--- src/rtl/awmf_chain_shifter.sv ---
// ---------------------------------------------------------------------------
// awmf_chain_shifter
//
// Serial engine for the AWMF-0165 daisy chain (4 devices x 60 bits = 240-bit
// frame). A frame handed over by the chain controller is shifted MSB-first
// onto SCLK/SDI while SDO is captured into a readback word. Write
// transactions finish with an LDB latch pulse; read transactions do not.
//
// Ports:
//   clk_i          system clock, all logic on posedge
//   rst_i          synchronous active-high reset
//   chain_wr_en_i  start pulse, only honoured while idle
//   chain_wr_i     1 = write (latch at end), 0 = read; captured at start
//   chain_data_i   frame to shift, bit CHAIN_BITS-1 goes out first
//   chain_data_o   readback frame, first received bit lands in the MSB
//   chain_busy_o   high for the whole transaction
//   spi_sclk_o     serial clock to the chain, idle low
//   spi_sdi_o      serial data to the first device
//   spi_sdo_i      serial data from the last device
//   spi_ldb_o      load strobe, active high
//
// Optional feature macro: AWMF_CHAIN_LOOPBACK_EN
//   When defined, spi_sdo_i is ignored and the receive shifter is fed from
//   the registered spi_sdi_o, so a completed frame reads back exactly what
//   was transmitted. Pins keep toggling normally.
// ---------------------------------------------------------------------------
module awmf_chain_shifter #(
    parameter int CHAIN_BITS   = 240,
    parameter int CLK_DIV      = 4,
    parameter int LATCH_CYCLES = 4,
    parameter int GAP_CYCLES   = 2
) (
    input  logic                  clk_i,
    input  logic                  rst_i,
    input  logic                  chain_wr_en_i,
    input  logic                  chain_wr_i,
    input  logic [CHAIN_BITS-1:0] chain_data_i,
    output logic [CHAIN_BITS-1:0] chain_data_o,
    output logic                  chain_busy_o,
    output logic                  spi_sclk_o,
    output logic                  spi_sdi_o,
    input  logic                  spi_sdo_i,
    output logic                  spi_ldb_o
);

    // Bit counter must be able to hold CHAIN_BITS itself.
    localparam int BCNT_W = $clog2(CHAIN_BITS + 1);

    // One shared cycle counter serves the SCLK half-periods, the latch
    // width and the gap, so it is sized for the largest of the three.
    localparam int CMAX_A = (CLK_DIV > LATCH_CYCLES) ? CLK_DIV : LATCH_CYCLES;
    localparam int CMAX   = (CMAX_A > GAP_CYCLES) ? CMAX_A : GAP_CYCLES;
    localparam int DCNT_W = $clog2(CMAX + 1);

    localparam logic [DCNT_W-1:0] DCNT_ZERO  = DCNT_W'(0);
    localparam logic [DCNT_W-1:0] DCNT_ONE   = DCNT_W'(1);
    localparam logic [DCNT_W-1:0] DIV_LAST   = DCNT_W'(CLK_DIV - 1);
    localparam logic [DCNT_W-1:0] LATCH_LAST = DCNT_W'(LATCH_CYCLES - 1);
    localparam logic [DCNT_W-1:0] GAP_LAST   = DCNT_W'((GAP_CYCLES > 0) ? (GAP_CYCLES - 1) : 0);

    localparam logic [BCNT_W-1:0] BCNT_ZERO = BCNT_W'(0);
    localparam logic [BCNT_W-1:0] BCNT_ONE  = BCNT_W'(1);
    localparam logic [BCNT_W-1:0] BITS_LAST = BCNT_W'(CHAIN_BITS - 1);

    typedef enum logic [2:0] {
        ST_IDLE     = 3'd0,
        ST_LOAD     = 3'd1,
        ST_SHIFT_LO = 3'd2,
        ST_SHIFT_HI = 3'd3,
        ST_LATCH    = 3'd4,
        ST_GAP      = 3'd5
    } state_t;

    state_t                  state_r;
    logic [CHAIN_BITS-1:0]   tx_r;
    logic [CHAIN_BITS-1:0]   rx_r;
    logic [CHAIN_BITS-1:0]   data_r;
    logic                    mode_wr_r;
    logic [BCNT_W-1:0]       bit_cnt_r;
    logic [DCNT_W-1:0]       div_cnt_r;
    logic                    busy_r;
    logic                    sclk_r;
    logic                    sdi_r;
    logic                    ldb_r;

    logic                    rx_in_s;
    logic [CHAIN_BITS-1:0]   rx_next_s;
    logic [CHAIN_BITS-1:0]   rx_final_s;
    logic                    div_done_s;
    logic                    latch_done_s;
    logic                    gap_done_s;
    logic                    last_bit_s;

`ifdef AWMF_CHAIN_LOOPBACK_EN
    // SDO pin is deliberately left unconnected in loopback builds.
    logic unused_sdo_s;
    assign unused_sdo_s = spi_sdo_i;
`endif

    // State after the last bit of a frame: latch for writes, otherwise gap
    // (or straight back to idle when no gap is configured).
    function automatic state_t after_frame(input logic wr);
        state_t nxt;
        if (wr) begin
            nxt = ST_LATCH;
        end else if (GAP_CYCLES > 0) begin
            nxt = ST_GAP;
        end else begin
            nxt = ST_IDLE;
        end
        return nxt;
    endfunction

    // State after the latch pulse.
    function automatic state_t after_latch();
        state_t nxt;
        if (GAP_CYCLES > 0) begin
            nxt = ST_GAP;
        end else begin
            nxt = ST_IDLE;
        end
        return nxt;
    endfunction

    // Receive path selection and shift/termination decodes.
    always_comb begin
        rx_in_s      = 1'b0;
`ifdef AWMF_CHAIN_LOOPBACK_EN
        rx_in_s      = sdi_r;
`else
        rx_in_s      = spi_sdo_i;
`endif
        rx_next_s    = {rx_r[CHAIN_BITS-2:0], rx_in_s};
        div_done_s   = (div_cnt_r == DIV_LAST);
        latch_done_s = (div_cnt_r == LATCH_LAST);
        gap_done_s   = (div_cnt_r == GAP_LAST);
        last_bit_s   = (bit_cnt_r == BITS_LAST);
        // With CLK_DIV == 1 the sample and the half-period exit share one
        // cycle, so the completed word must include the bit sampled now.
        if (div_cnt_r == DCNT_ZERO) begin
            rx_final_s = rx_next_s;
        end else begin
            rx_final_s = rx_r;
        end
    end

    // Transaction FSM with all pin and status outputs registered.
    always_ff @(posedge clk_i) begin
        if (rst_i) begin
            state_r   <= ST_IDLE;
            tx_r      <= '0;
            rx_r      <= '0;
            data_r    <= '0;
            mode_wr_r <= 1'b0;
            bit_cnt_r <= BCNT_ZERO;
            div_cnt_r <= DCNT_ZERO;
            busy_r    <= 1'b0;
            sclk_r    <= 1'b0;
            sdi_r     <= 1'b0;
            ldb_r     <= 1'b0;
        end else begin
            case (state_r)
                ST_IDLE: begin
                    sclk_r    <= 1'b0;
                    sdi_r     <= 1'b0;
                    ldb_r     <= 1'b0;
                    div_cnt_r <= DCNT_ZERO;
                    if (chain_wr_en_i) begin
                        tx_r      <= chain_data_i;
                        mode_wr_r <= chain_wr_i;
                        busy_r    <= 1'b1;
                        state_r   <= ST_LOAD;
                    end else begin
                        busy_r    <= 1'b0;
                    end
                end

                ST_LOAD: begin
                    sdi_r     <= tx_r[CHAIN_BITS-1];
                    bit_cnt_r <= BCNT_ZERO;
                    div_cnt_r <= DCNT_ZERO;
                    state_r   <= ST_SHIFT_LO;
                end

                ST_SHIFT_LO: begin
                    if (div_done_s) begin
                        sclk_r    <= 1'b1;
                        div_cnt_r <= DCNT_ZERO;
                        state_r   <= ST_SHIFT_HI;
                    end else begin
                        div_cnt_r <= div_cnt_r + DCNT_ONE;
                    end
                end

                ST_SHIFT_HI: begin
                    // SDO is sampled once, on the first high cycle.
                    if (div_cnt_r == DCNT_ZERO) begin
                        rx_r <= rx_next_s;
                    end
                    if (div_done_s) begin
                        sclk_r    <= 1'b0;
                        div_cnt_r <= DCNT_ZERO;
                        bit_cnt_r <= bit_cnt_r + BCNT_ONE;
                        if (last_bit_s) begin
                            data_r  <= rx_final_s;
                            sdi_r   <= 1'b0;
                            ldb_r   <= (after_frame(mode_wr_r) == ST_LATCH);
                            busy_r  <= (after_frame(mode_wr_r) != ST_IDLE);
                            state_r <= after_frame(mode_wr_r);
                        end else begin
                            // SDI only moves together with the falling SCLK.
                            tx_r    <= {tx_r[CHAIN_BITS-2:0], 1'b0};
                            sdi_r   <= tx_r[CHAIN_BITS-2];
                            state_r <= ST_SHIFT_LO;
                        end
                    end else begin
                        div_cnt_r <= div_cnt_r + DCNT_ONE;
                    end
                end

                ST_LATCH: begin
                    sclk_r <= 1'b0;
                    sdi_r  <= 1'b0;
                    if (latch_done_s) begin
                        ldb_r     <= 1'b0;
                        div_cnt_r <= DCNT_ZERO;
                        busy_r    <= (after_latch() != ST_IDLE);
                        state_r   <= after_latch();
                    end else begin
                        div_cnt_r <= div_cnt_r + DCNT_ONE;
                    end
                end

                ST_GAP: begin
                    sclk_r <= 1'b0;
                    sdi_r  <= 1'b0;
                    ldb_r  <= 1'b0;
                    if (gap_done_s) begin
                        div_cnt_r <= DCNT_ZERO;
                        busy_r    <= 1'b0;
                        state_r   <= ST_IDLE;
                    end else begin
                        div_cnt_r <= div_cnt_r + DCNT_ONE;
                    end
                end

                default: begin
                    state_r   <= ST_IDLE;
                    busy_r    <= 1'b0;
                    sclk_r    <= 1'b0;
                    sdi_r     <= 1'b0;
                    ldb_r     <= 1'b0;
                    div_cnt_r <= DCNT_ZERO;
                    bit_cnt_r <= BCNT_ZERO;
                end
            endcase
        end
    end

    assign chain_data_o = data_r;
    assign chain_busy_o = busy_r;
    assign spi_sclk_o   = sclk_r;
    assign spi_sdi_o    = sdi_r;
    assign spi_ldb_o    = ldb_r;

endmodule

--- config.mk ---
export PLATFORM = sky130hd
export DESIGN_NAME = awmf_chain_shifter
export DESIGN_NICKNAME = d
export VERILOG_FILES = /design/src/rtl/awmf_chain_shifter.sv
export SDC_FILE = /design/constraint.sdc
export NUM_CORES = 1
export LEC_CHECK = 0
export ABC_AREA = 1
export CELL_PAD_IN_SITES_DETAIL_PLACEMENT = 1
export CELL_PAD_IN_SITES_GLOBAL_PLACEMENT = 2
export CORE_ASPECT_RATIO = 1.25
export CORE_UTILIZATION = 30
export DETAILED_ROUTE_END_ITERATION = 12
export GPL_TIMING_DRIVEN = 0
export PLACE_DENSITY = 0.9
export REMOVE_ABC_BUFFERS = 1
export SLEW_MARGIN = 20
export SYNTH_ARGS = -nofsm -noshare
export SYNTH_HDL_FRONTEND = slang
export SYNTH_SLANG_ARGS = --single-unit
--- constraint.sdc ---
create_clock -name clk_i -period 2.05 [get_ports clk_i]
set_input_delay 0.41 -clock clk_i [delete_from_list [all_inputs] [get_ports clk_i]]
set_output_delay 0.41 -clock clk_i [all_outputs]
set_load 0.02 [all_outputs]
==> parameters.txt <==
Parameter                              Value

Routing
  Starting DRC count in detailed routing ... roughly 1,700
  Via count ... 35,060
  Mean routed wirelength per cell ... between 15 and 20 um
  Routed wire length ... 139,000 um
  Final routed DRC violation total ... 0
  Detail-routed via count per cell ... ~5.0
  Number of detailed-route iterations in the first pass ... 5
  Remaining number of nets flagged by the antenna check after routing ... 0

Power and ir drop
  Clock network power share ... 0.238
  Fraction of power consumed by combinational cells ... 0.478
  Worst vdd ir ... about 0.00087 V
  Cell Int Power ... 41.0 mW
  Static leakage ... around 21 nW
  Total power ... approximately 67 mW
  Switching component of the power ... about 26 mW
  Power density normalized to cell area ... 1360 nW/um^2
  Sw Share ... 0.387
  Sequential power share ... 0.284

Floorplanning
  Count of pins on the block boundary ... ~500
  Width of the die ... about 300 um
  Number of core rows ... between 100 and 150
  Total Die Area ... 114,000 sq um
  Effective utilization at floorplan ... 0.303
  Core region area ... around 110,000 sq um
  Height of the chip ... around 380 um

Timing
  TNS Setup ... -8.96 ns
  Worst Hold Margin ... between 0.2 and 0.25 ns
  Total count of max-transition violations in the final report ... 0
  Hold Vio Cnt, Final ... 0
  Pin slew with the least headroom to its limit ... slightly above 0.8 ns
  Setup repair after global routing missed its margin ... true
  Relative slew slack ... 0.450
  Maximum clock frequency ... around 0.46 GHz
  Final count of negative-setup-slack endpoints ... approximately 260
  Worst clock skew on the final layout ... around 0.023 ns
  Post-route minimum period ... about 2.2 ns
  Smallest setup slack after layout ... -0.145 ns
  Share of the clock period used by the worst path ... 1.07

CTS
  Clock sinks ... 739
  Post-CTS clock slew at the launch and capture registers of the worst setup and hold paths ... ~0.060 ns
  Depth of the CTS H-tree ... 3
  Number of buffers inserted for hold repair after clock tree synthesis ... 0
  Latest clock arrival within the worst-skew pair ... between 0.6 and 0.7 ns
  Clock tree root driver cell ... clkbuf_16
  Clock buffer count from CTS ... 85
  Maximum buffer depth of the clock tree ... 3
  CTS tree ... done

Global route
  GRT overflow ... 0
  Global-route wire length before repair ... around 180,000 um
  GRT Total Usage ... 0.199
  Pin count of the biggest net entering global routing ... 132
  Via count of the first global-routing pass ... between 30,000 and 40,000
  Initial antenna violation count ... 34

Synthesis
  Per-instance average area after synthesis ... slightly below 7 sq um
  Number of synthesized flops with an enable pin ... 0
  Yosys reg bits ... between 700 and 800
  Synth Area in Simple Gates ... 0.252
  Count of distinct cell types in the synthesized netlist ... 21
  Share of synthesized area occupied by flip-flops and latches ... 0.437
  Adder-cell share of the synthesized area ... 0.00222
  Netlist Area Pre-Place ... about 34,000 sq um
  Synth Instances ... just under 5,000
  Compound-gate portion of the synthesized area ... 0.199
  Post-synthesis mux area share ... 0
  Most common flop cell mapped by yosys ... dfxtp_1
  Fraction of synthesis flops using an asynchronous set or reset pin ... 0
  Fraction of synthesized cell area in xor and xnor cells ... 0.000518
  Warning count from the yosys run ... 0
  Largest family of logic cells by synthesized area ... simple AND/OR/NAND/NOR gates

Final layout
  Fraction of layout cells with a size suffix above 1 ... 0.130
  Nets ... 5,687
  Signed area change from the synthesized netlist to the final layout ... 45.8%
  Final Instance Area ... 49,300 sq um
  Share of the core filled with cells in the final layout ... 0.441
  Number of non-filler instances in the completed layout ... about 7,000

Critical path
  Data required time at the worst endpoint ... 2.65 ns
  Startpoint Class ... flip-flop
  Critical path arrival ... 2.80 ns
  Endpoint of the worst register-to-register path ... tx_r[173]
  Highest fanout seen on the critical path ... 8
  Endpoint class of the critical path ... flip-flop
  CP Launch Point ... bit_cnt_r[0]
  FF-to-FF path depth ... 15
  Startpoint of the lowest-slack register-to-register path ... bit_cnt_r[0]
  Worst setup path category ... flip-flop to flip-flop
  Reg-to-reg setup timing slack ... -0.15 ns
  Worst Setup EP ... tx_r[173]

Place
  Post-DP HPWL ... 66,000 um
  Placer congestion estimate ... ~0.77
  Pre-CTS setup slack ... -1.77 ns
  DP Cell Count ... roughly 6,500
  Placed Instance Area ... a little over 40,000 sq um
  PortBufs ... 488

Run status
  Run status ... finished, violations left
  Failing checks ... negative setup slack

Hold path
  Path class of the lowest-slack min-delay path ... primary input to flip-flop

Job
  Number of violations of the max-capacitance limit ... 0
-- cell type report --
class	count	area, sq um
Inverter	511	1960
Clock buffer	123	2490
Sequential cell	739	14800
Fill cell	13418	62500
Timing Repair Buffer	837	11300
Antenna cell	7	17.5
Clock inverter	29	365
Timing Repair inverter	3	28.8
Tap cell	1459	1830
Multi-Input combinational cell	3259	16500
-- power groups by stage --
stage	sequential, mW	combinational, mW	clock (mW)
6_report	19.0	32.0	15.9
5_1_grt	19.2	34.2	16.9
4_1_cts	18.7	23.6	16.4
3_5_place_dp	19.0	18.3	0
3_3_place_gp	16.1	6.74	0
2_1_floorplan	16.7	6.52	0
-- cell families after synthesis --
group | Yosys count
AOI/OAI and AO/OA | 1223
xor gates and xnor gates | 2
adders and majority gates | 6
buffers and inverters | 913
DFF | 739
and+or+nand+nor | 2024
-- Yosys cell counts, types with 6 or more instances --
cell / n / share of area
buf_1: 6 / 0.00067
nand2_1: 1253 / 0.14
nand3_1: 16 / 0.0024
buf_2: 187 / 0.028
a211oi_1: 239 / 0.053
ha_1: 6 / 0.0022
inv_1: 510 / 0.057
o21ai_0: 486 / 0.072
nand3b_1: 239 / 0.053
dfxtp_1: 739 / 0.44
nor2_1: 511 / 0.057
clkbuf_1: 206 / 0.023
a21oi_1: 497 / 0.074
-- state kept, by name, indices dropped and copies added (netlist names) --
register,count
spi_sclk_o,1
chain_busy_o,1
mode_wr_r,1
bit_cnt_r,8
spi_sdi_o,1
chain_data_o,240
tx_r,240
rx_r,240
state_r,3
div_cnt_r,3
spi_ldb_o,1
-- worst max-delay path, stage by stage (launching register included) --
cell	delay, ns
dfxtp_2	0.36
ha_4	0.15
nand2_4	0.06
nor2_4	0.12
buf_6	0.14
nand2_8	0.07
nand2_8	0.08
nand2_8	0.06
buf_16	0.14
buf_16	0.15
buf_12	0.14
buf_16	0.14
clkbuf_16	0.16
nand3b_1	0.09
nand2_1	0.06
nor2_1	0.15
-- worst min-delay path by stage --
stage | startpoint | to | slack [ns] | cells past startpoint
5_1_grt | rst_i | rx_r[89] | 0.23 | 2
4_1_cts | rst_i | rx_r[96] | 0.16 | 2
3_3_place_gp | chain_data_o[229] | chain_data_o[229] | 0.43 | 2
2_1_floorplan | rx_r[239] | rx_r[239] | 0.43 | 2
6_report | rst_i | rx_r[91] | 0.23 | 2
3_5_place_dp | chain_data_o[51] | chain_data_o[51] | 0.44 | 2
-- layer usage --
metal	routed length, um	track usage	part of all wire	vias up
li1	-	-	-	16867
met1	54500	0.230	0.39	17052
met2	69800	0.342	0.50	811
met3	9540	0.0675	0.069	278
met4	4310	0.0662	0.031	52
met5	347	0	0.0025	-
-- placed cells by master, fill, tap and decap left out, types with 14 or more instances in the layout --
master           instances
nand2_1               1239
dfxtp_1                732
inv_1                  503
nor2_1                 503
clkdlybuf4s50_1        412
a21oi_1                397
o21ai_0                317
nand3b_1               239
a211oi_1               222
clkbuf_16              166
buf_4                  103
o21ai_1                102
a21oi_2                 91
dlymetal6s2s_1          75
buf_16                  63
o21ai_2                 58
buf_6                   43
buf_12                  35
clkbuf_8                18
clkbuf_1                18
a211oi_2                17
nand3_1                 16
clkinv_2                15
buf_8                   14
-- timing repair --
item                                    CTS  global route
pin swaps                                18            53
setup buffers                            50           104
gates resized for setup                 142           521
cloned                                   43            96
endpoints found under the setup margin  933           818
(Power assumes the default switching activity.)
